[config.mk]
export PLATFORM = sky130hd
export DESIGN_NAME = dll_tx_arb
export DESIGN_NICKNAME = d
export VERILOG_FILES = /design/src/rtl/dll_tx_arb.sv
export SDC_FILE = /design/constraint.sdc
export NUM_CORES = 1
export LEC_CHECK = 0
export ABC_AREA = 0
export CAP_MARGIN = 20
export CORE_AREA = 4 4 251 253
export DETAILED_ROUTE_END_ITERATION = 7
export DIE_AREA = 0 0 255 257
export GPL_TIMING_DRIVEN = 0
export PLACE_DENSITY = 0.5
export SLEW_MARGIN = 25
export SYNTH_ARGS = -nofsm -noshare
export SYNTH_HDL_FRONTEND = slang
export SYNTH_SLANG_ARGS = --single-unit
[constraint.sdc]
create_clock -name clk -period 2.7 [get_ports clk]
set_clock_uncertainty 0.15 [all_clocks]
set_input_delay 0.27 -clock clk [delete_from_list [all_inputs] [get_ports clk]]
set_output_delay 0.27 -clock clk [all_outputs]
set_load 0.03 [all_outputs]
[src/rtl/dll_tx_arb.sv]
// Transmit-side scheduler merging Ack/Nak DLLPs, FC DLLPs and TLP beats onto the EP beat stream.
// Optional beat statistics (tlp_cnt_o, dllp_cnt_o, stats_clr_i) under `define DLL_TX_ARB_STATS_EN.
module dll_tx_arb #(
  parameter int unsigned DATA_W       = 256,
  parameter int unsigned DLLP_MAX_RUN = 2
) (
  input  logic              clk,
  input  logic              rst_n,
  input  logic              link_active_i,
  input  logic              ack_valid_i,
  input  logic [63:0]       ack_dllp_i,
  output logic              ack_ready_o,
  input  logic              fc_valid_i,
  input  logic [63:0]       fc_dllp_i,
  output logic              fc_ready_o,
  input  logic              tlp_valid_i,
  input  logic [DATA_W-1:0] tlp_data_i,
  input  logic              tlp_last_i,
  output logic              tlp_ready_o,
  output logic              ep_valid_o,
  output logic [DATA_W-1:0] ep_data_o,
  output logic              ep_is_dllp_o,
`ifdef DLL_TX_ARB_STATS_EN
  output logic [31:0]       tlp_cnt_o,
  output logic [31:0]       dllp_cnt_o,
  input  logic              stats_clr_i,
`endif
  input  logic              ep_ready_i
);

  localparam int unsigned RUN_W = $clog2(DLLP_MAX_RUN + 1);

  typedef enum logic {S_IDLE, S_TLP} state_t;

  state_t           state_q, state_d;
  logic [RUN_W-1:0] run_q, run_d;
  logic             load_en, tlp_elig, force_tlp, link_drop;
  logic             gnt_ack, gnt_fc, gnt_tlp;
  logic             ack_hs, fc_hs, tlp_hs;

  // State and run-counter registers
  always_ff @(posedge clk) begin
    if (!rst_n) begin
      state_q <= S_IDLE;
      run_q   <= '0;
    end else begin
      state_q <= state_d;
      run_q   <= run_d;
    end
  end

  // Grant selection, ready generation, next state and run count
  always_comb begin
    state_d     = state_q;
    run_d       = run_q;
    gnt_ack     = 1'b0;
    gnt_fc      = 1'b0;
    gnt_tlp     = 1'b0;
    load_en     = !ep_valid_o || ep_ready_i;
    tlp_elig    = link_active_i && tlp_valid_i;
    force_tlp   = tlp_elig && (run_q == RUN_W'(DLLP_MAX_RUN));
    link_drop   = (state_q == S_TLP) && !link_active_i;

    if (state_q == S_TLP)  gnt_tlp = tlp_elig;
    else if (force_tlp)    gnt_tlp = 1'b1;
    else if (ack_valid_i)  gnt_ack = 1'b1;
    else if (fc_valid_i)   gnt_fc  = 1'b1;
    else                   gnt_tlp = tlp_elig;

    ack_ready_o = rst_n && load_en && gnt_ack;
    fc_ready_o  = rst_n && load_en && gnt_fc;
    tlp_ready_o = rst_n && load_en && gnt_tlp;
    ack_hs      = ack_ready_o;
    fc_hs       = fc_ready_o;
    tlp_hs      = tlp_ready_o;

    if (link_drop) begin
      state_d = S_IDLE;
      run_d   = '0;
    end else begin
      if (tlp_hs) state_d = tlp_last_i ? S_IDLE : S_TLP;
      if (tlp_hs || !tlp_valid_i)
        run_d = '0;
      else if ((ack_hs || fc_hs) && link_active_i && (run_q != RUN_W'(DLLP_MAX_RUN)))
        run_d = run_q + RUN_W'(1);
    end
  end

  // Output beat register; a held TLP beat is discarded when the link drops mid-packet
  always_ff @(posedge clk) begin
    if (!rst_n) begin
      ep_valid_o   <= 1'b0;
      ep_data_o    <= '0;
      ep_is_dllp_o <= 1'b0;
    end else if (link_drop && !ep_is_dllp_o) begin
      ep_valid_o   <= 1'b0;
    end else if (load_en) begin
      if (ack_hs) begin
        ep_valid_o   <= 1'b1;
        ep_data_o    <= DATA_W'(ack_dllp_i);
        ep_is_dllp_o <= 1'b1;
      end else if (fc_hs) begin
        ep_valid_o   <= 1'b1;
        ep_data_o    <= DATA_W'(fc_dllp_i);
        ep_is_dllp_o <= 1'b1;
      end else if (tlp_hs) begin
        ep_valid_o   <= 1'b1;
        ep_data_o    <= tlp_data_i;
        ep_is_dllp_o <= 1'b0;
      end else begin
        ep_valid_o   <= 1'b0;
      end
    end
  end

`ifdef DLL_TX_ARB_STATS_EN
  // Completed-TLP and DLLP counters; clear wins over increment
  always_ff @(posedge clk) begin
    if (!rst_n) begin
      tlp_cnt_o  <= '0;
      dllp_cnt_o <= '0;
    end else if (stats_clr_i) begin
      tlp_cnt_o  <= '0;
      dllp_cnt_o <= '0;
    end else begin
      if (tlp_hs && tlp_last_i) tlp_cnt_o  <= tlp_cnt_o + 32'd1;
      if (ack_hs || fc_hs)      dllp_cnt_o <= dllp_cnt_o + 32'd1;
    end
  end
`endif

endmodule

==> metrics.csv <==
metric;value;unit
end_kind;output port;
finalNetCount;1919;
die_height;257;um
finalCritPeriodShare;95.8;%
num_rows;91;
syn_inst;838;
grt_pass1_wl;69.9;mm
gp_congestion;0.909;
clkPwrFrac;42.1;%
synth_cell_types;29;
path_clk_slew;0.06;ns
slew_violations;0;
vias;9931;
synthXorXnorAreaFrac;0;%
synth_seq_cells;261;
start_util;15.1;%
r2r_cells;8;
tightest_slew;0.958;ns
yosys-top-cells-area;dfxtp_1 57%, a22o_1 24%, a22oi_1 5.1%;
post-route-min-period;2.59;ns
hold_viol_final;0;
critPathKind;input pin to output port;
die_area;65500;sq um
power.switching;0.00282;W
antenna_found_initial;4;
slew_headroom;35.9;%
p_seq_share;39.2;%
cts_made_buffers;31;
rsz0062_at_grt;no;
p_leak;6.72;nW
pre_cts_slack;-1.05;ns
drtIter0Drc;513;
grt.overflow.total;0;
syn_avg_cell_area;11.0;sq um
syn_nets;1231;
synth_fa_ha_area_share;0.135;%
clock_sinks;261;
viasPerCell;4.24;
grtUsageTotal;14.0;%
drc_errors;0;
insertion_delay;0.57;ns
startpoint_type;input pin;
area_growth;94.3;%
synthMuxAreaShare;0;%
worstSetupStartpoint;ack_valid_i;
drive_gt1_share;7.74;%
io_buffers;652;
ys_seq_area_share;56.6;%
clk_path_buf_depth;3;
synth_top_family_by_area;compound AO/OA/AOI/OAI gates;
io_pins;653;
worst_hold_slack;0.136;ns
final_cell_area;17900;sq um
first_pass_iters;6;
fill_cells;6381;
cts_root_buf;clkbuf_16;
routed_wl;49.6;mm
timing.rr.end;ep_data_o[37];
synth_area;9240;sq um
rr_startpoint;run_q[0];
ant_nets;0;
grt_max_degree;17;
setup_viol;0;
reg2reg_slack;0.32;ns
cts_max_level;1;
combPwrFrac;18.7;%
hold_end;state_q;
min_path_type;input pin to register;
worst_slack;0.112;ns
p_int;0.00769;W
die_w;255;um
synth_compound_area_share;35.3;%
ys_warn_count;0;
core_area;61000;sq um
wire_per_inst;21.2;um
critPathArrivalTime;2.17;ns
grt_pass1_vias;10500;
synth_top_cell_area_share;56.6;%
hold_path_startpoint;tlp_last_i;
path_max_fanout;11;
cp.required;2.28;ns
fmax;0.386;GHz
drv_cap;0;
synth_simple_gate_area_share;3.54;%
swShare;26.8;%
synth_area_leader_cell;dfxtp_1;
min_path_cells;2;
cts_hold_buf;0;
cts_tree;yes;
fin_setup_tns;0;ns
cellPowerDensity;585;nW/um^2
placed_cell_area;16800;sq um
status;finished, final reports clean;
dp_hpwl;40.0;mm
peakVddDrop;287;uV
## synth_stat cells, drive strengths merged
master   number
a21oi         6
clkbuf       45
inv           4
ha            1
and3          1
a2111oi       2
and2          3
o21ba         1
o21a          1
nand2b        3
a22oi        63
o211ai        1
nor2b         1
dfxtp       261
or3           2
o21ai         6
nand2        66
a31oi         2
a22o        256
o221a         1
o21bai        1
nand4         2
buf          45
nor2          1
o22ai        63
## critical path: stages
cell and delay (ns):
clkdlybuf4s50_1 0.57, inv_1 0.50, clkbuf_1 0.41, and3_4 0.27
buf_6 0.13
## layer usage
metal | global-route usage (%) | share of wire, %
met4 | 5.44 | 4.0
met1 | 16.3 | 39
met3 | 3.71 | 8.1
met2 | 24.5 | 49
met5 | 0 | 0.083
## metrics by stage
step                      cells  total power, W  util [%]
after floorplan             838         0.00497         -
after global placement     2280         0.00615      27.5
after detailed placement   2280         0.00615      27.5
after CTS                  2342          0.0107      29.4
after global routing       2342          0.0109      29.4
final                      2342          0.0105      29.4
## worst max-delay path by stage
stage	end	depth (start not counted)
final	fc_ready_o	5
after global routing	fc_ready_o	7
after CTS	tlp_ready_o	6
after detailed placement	tlp_ready_o	5
after global placement	fc_ready_o	7
after floorplan	fc_ready_o	5
## layout make-up
cell class,count,area (sq um),area share (%)
Antenna cell,1,2.50,0.0139
Buffer,88,422,2.35
Clock buffer,40,870,4.84
Clock inverter,18,211,1.18
Inverter,4,15.0,0.0837
Multi-Input combinational cell,483,3650,20.4
Sequential cell,261,5230,29.1
Tap cell,790,988,5.51
Timing Repair Buffer,657,6560,36.5
## state kept, by name, indices dropped and copies added (netlist names)
| name | flops |
|---|---|
| ep_valid_o | 1 |
| run_q | 2 |
| ep_data_o | 256 |
| state_q | 1 |
| ep_is_dllp_o | 1 |
## kinds of logic (layout without fill, tap and decap cells)
kind of cell | Yosys count | count (layout)
compound gates | 403 | 403
fa+ha+maj | 1 | 1
buf+inv | 94 | 807
flops | 261 | 261
other cells | 0 | 1
simple gates | 79 | 79
## what timing repair did
| item | CTS | global route |
|---|---|---|
| setup endpoints to repair | 245 | 5 |
| pin swaps | 2 | 1 |
| resized for setup | 41 | 6 |
| setup buffers | 5 | 0 |
| cloned | 0 | 0 |
## power by group through the flow
stage               clock [W]  sequential, W  combinational (W)
finish                0.00442        0.00411            0.00197
CTS                   0.00456        0.00411            0.00199
floorplan                   0        0.00449           0.000473
detailed placement          0        0.00419            0.00196
global route          0.00472        0.00413            0.00208
global placement            0        0.00419            0.00196
## cell usage in the layout, fill, tap and decap left out, types with 2 or more instances in the layout
cell type / n
a21oi_1: 5
o22ai_1: 63
clkdlybuf4s50_1: 649
clkbuf_1: 40
clkinv_2: 11
buf_4: 11
o21ai_0: 5
bufinv_16: 4
dfxtp_1: 259
clkbuf_2: 5
nand2b_1: 3
inv_1: 4
or3_1: 2
a31oi_1: 2
and2_1: 3
nand4_1: 2
nand2_1: 66
a22o_1: 256
buf_2: 34
a2111oi_4: 2
clkbuf_8: 7
a22oi_1: 63
buf_1: 5
dfxtp_2: 2
clkbuf_16: 31
(Power assumes the default switching activity.)
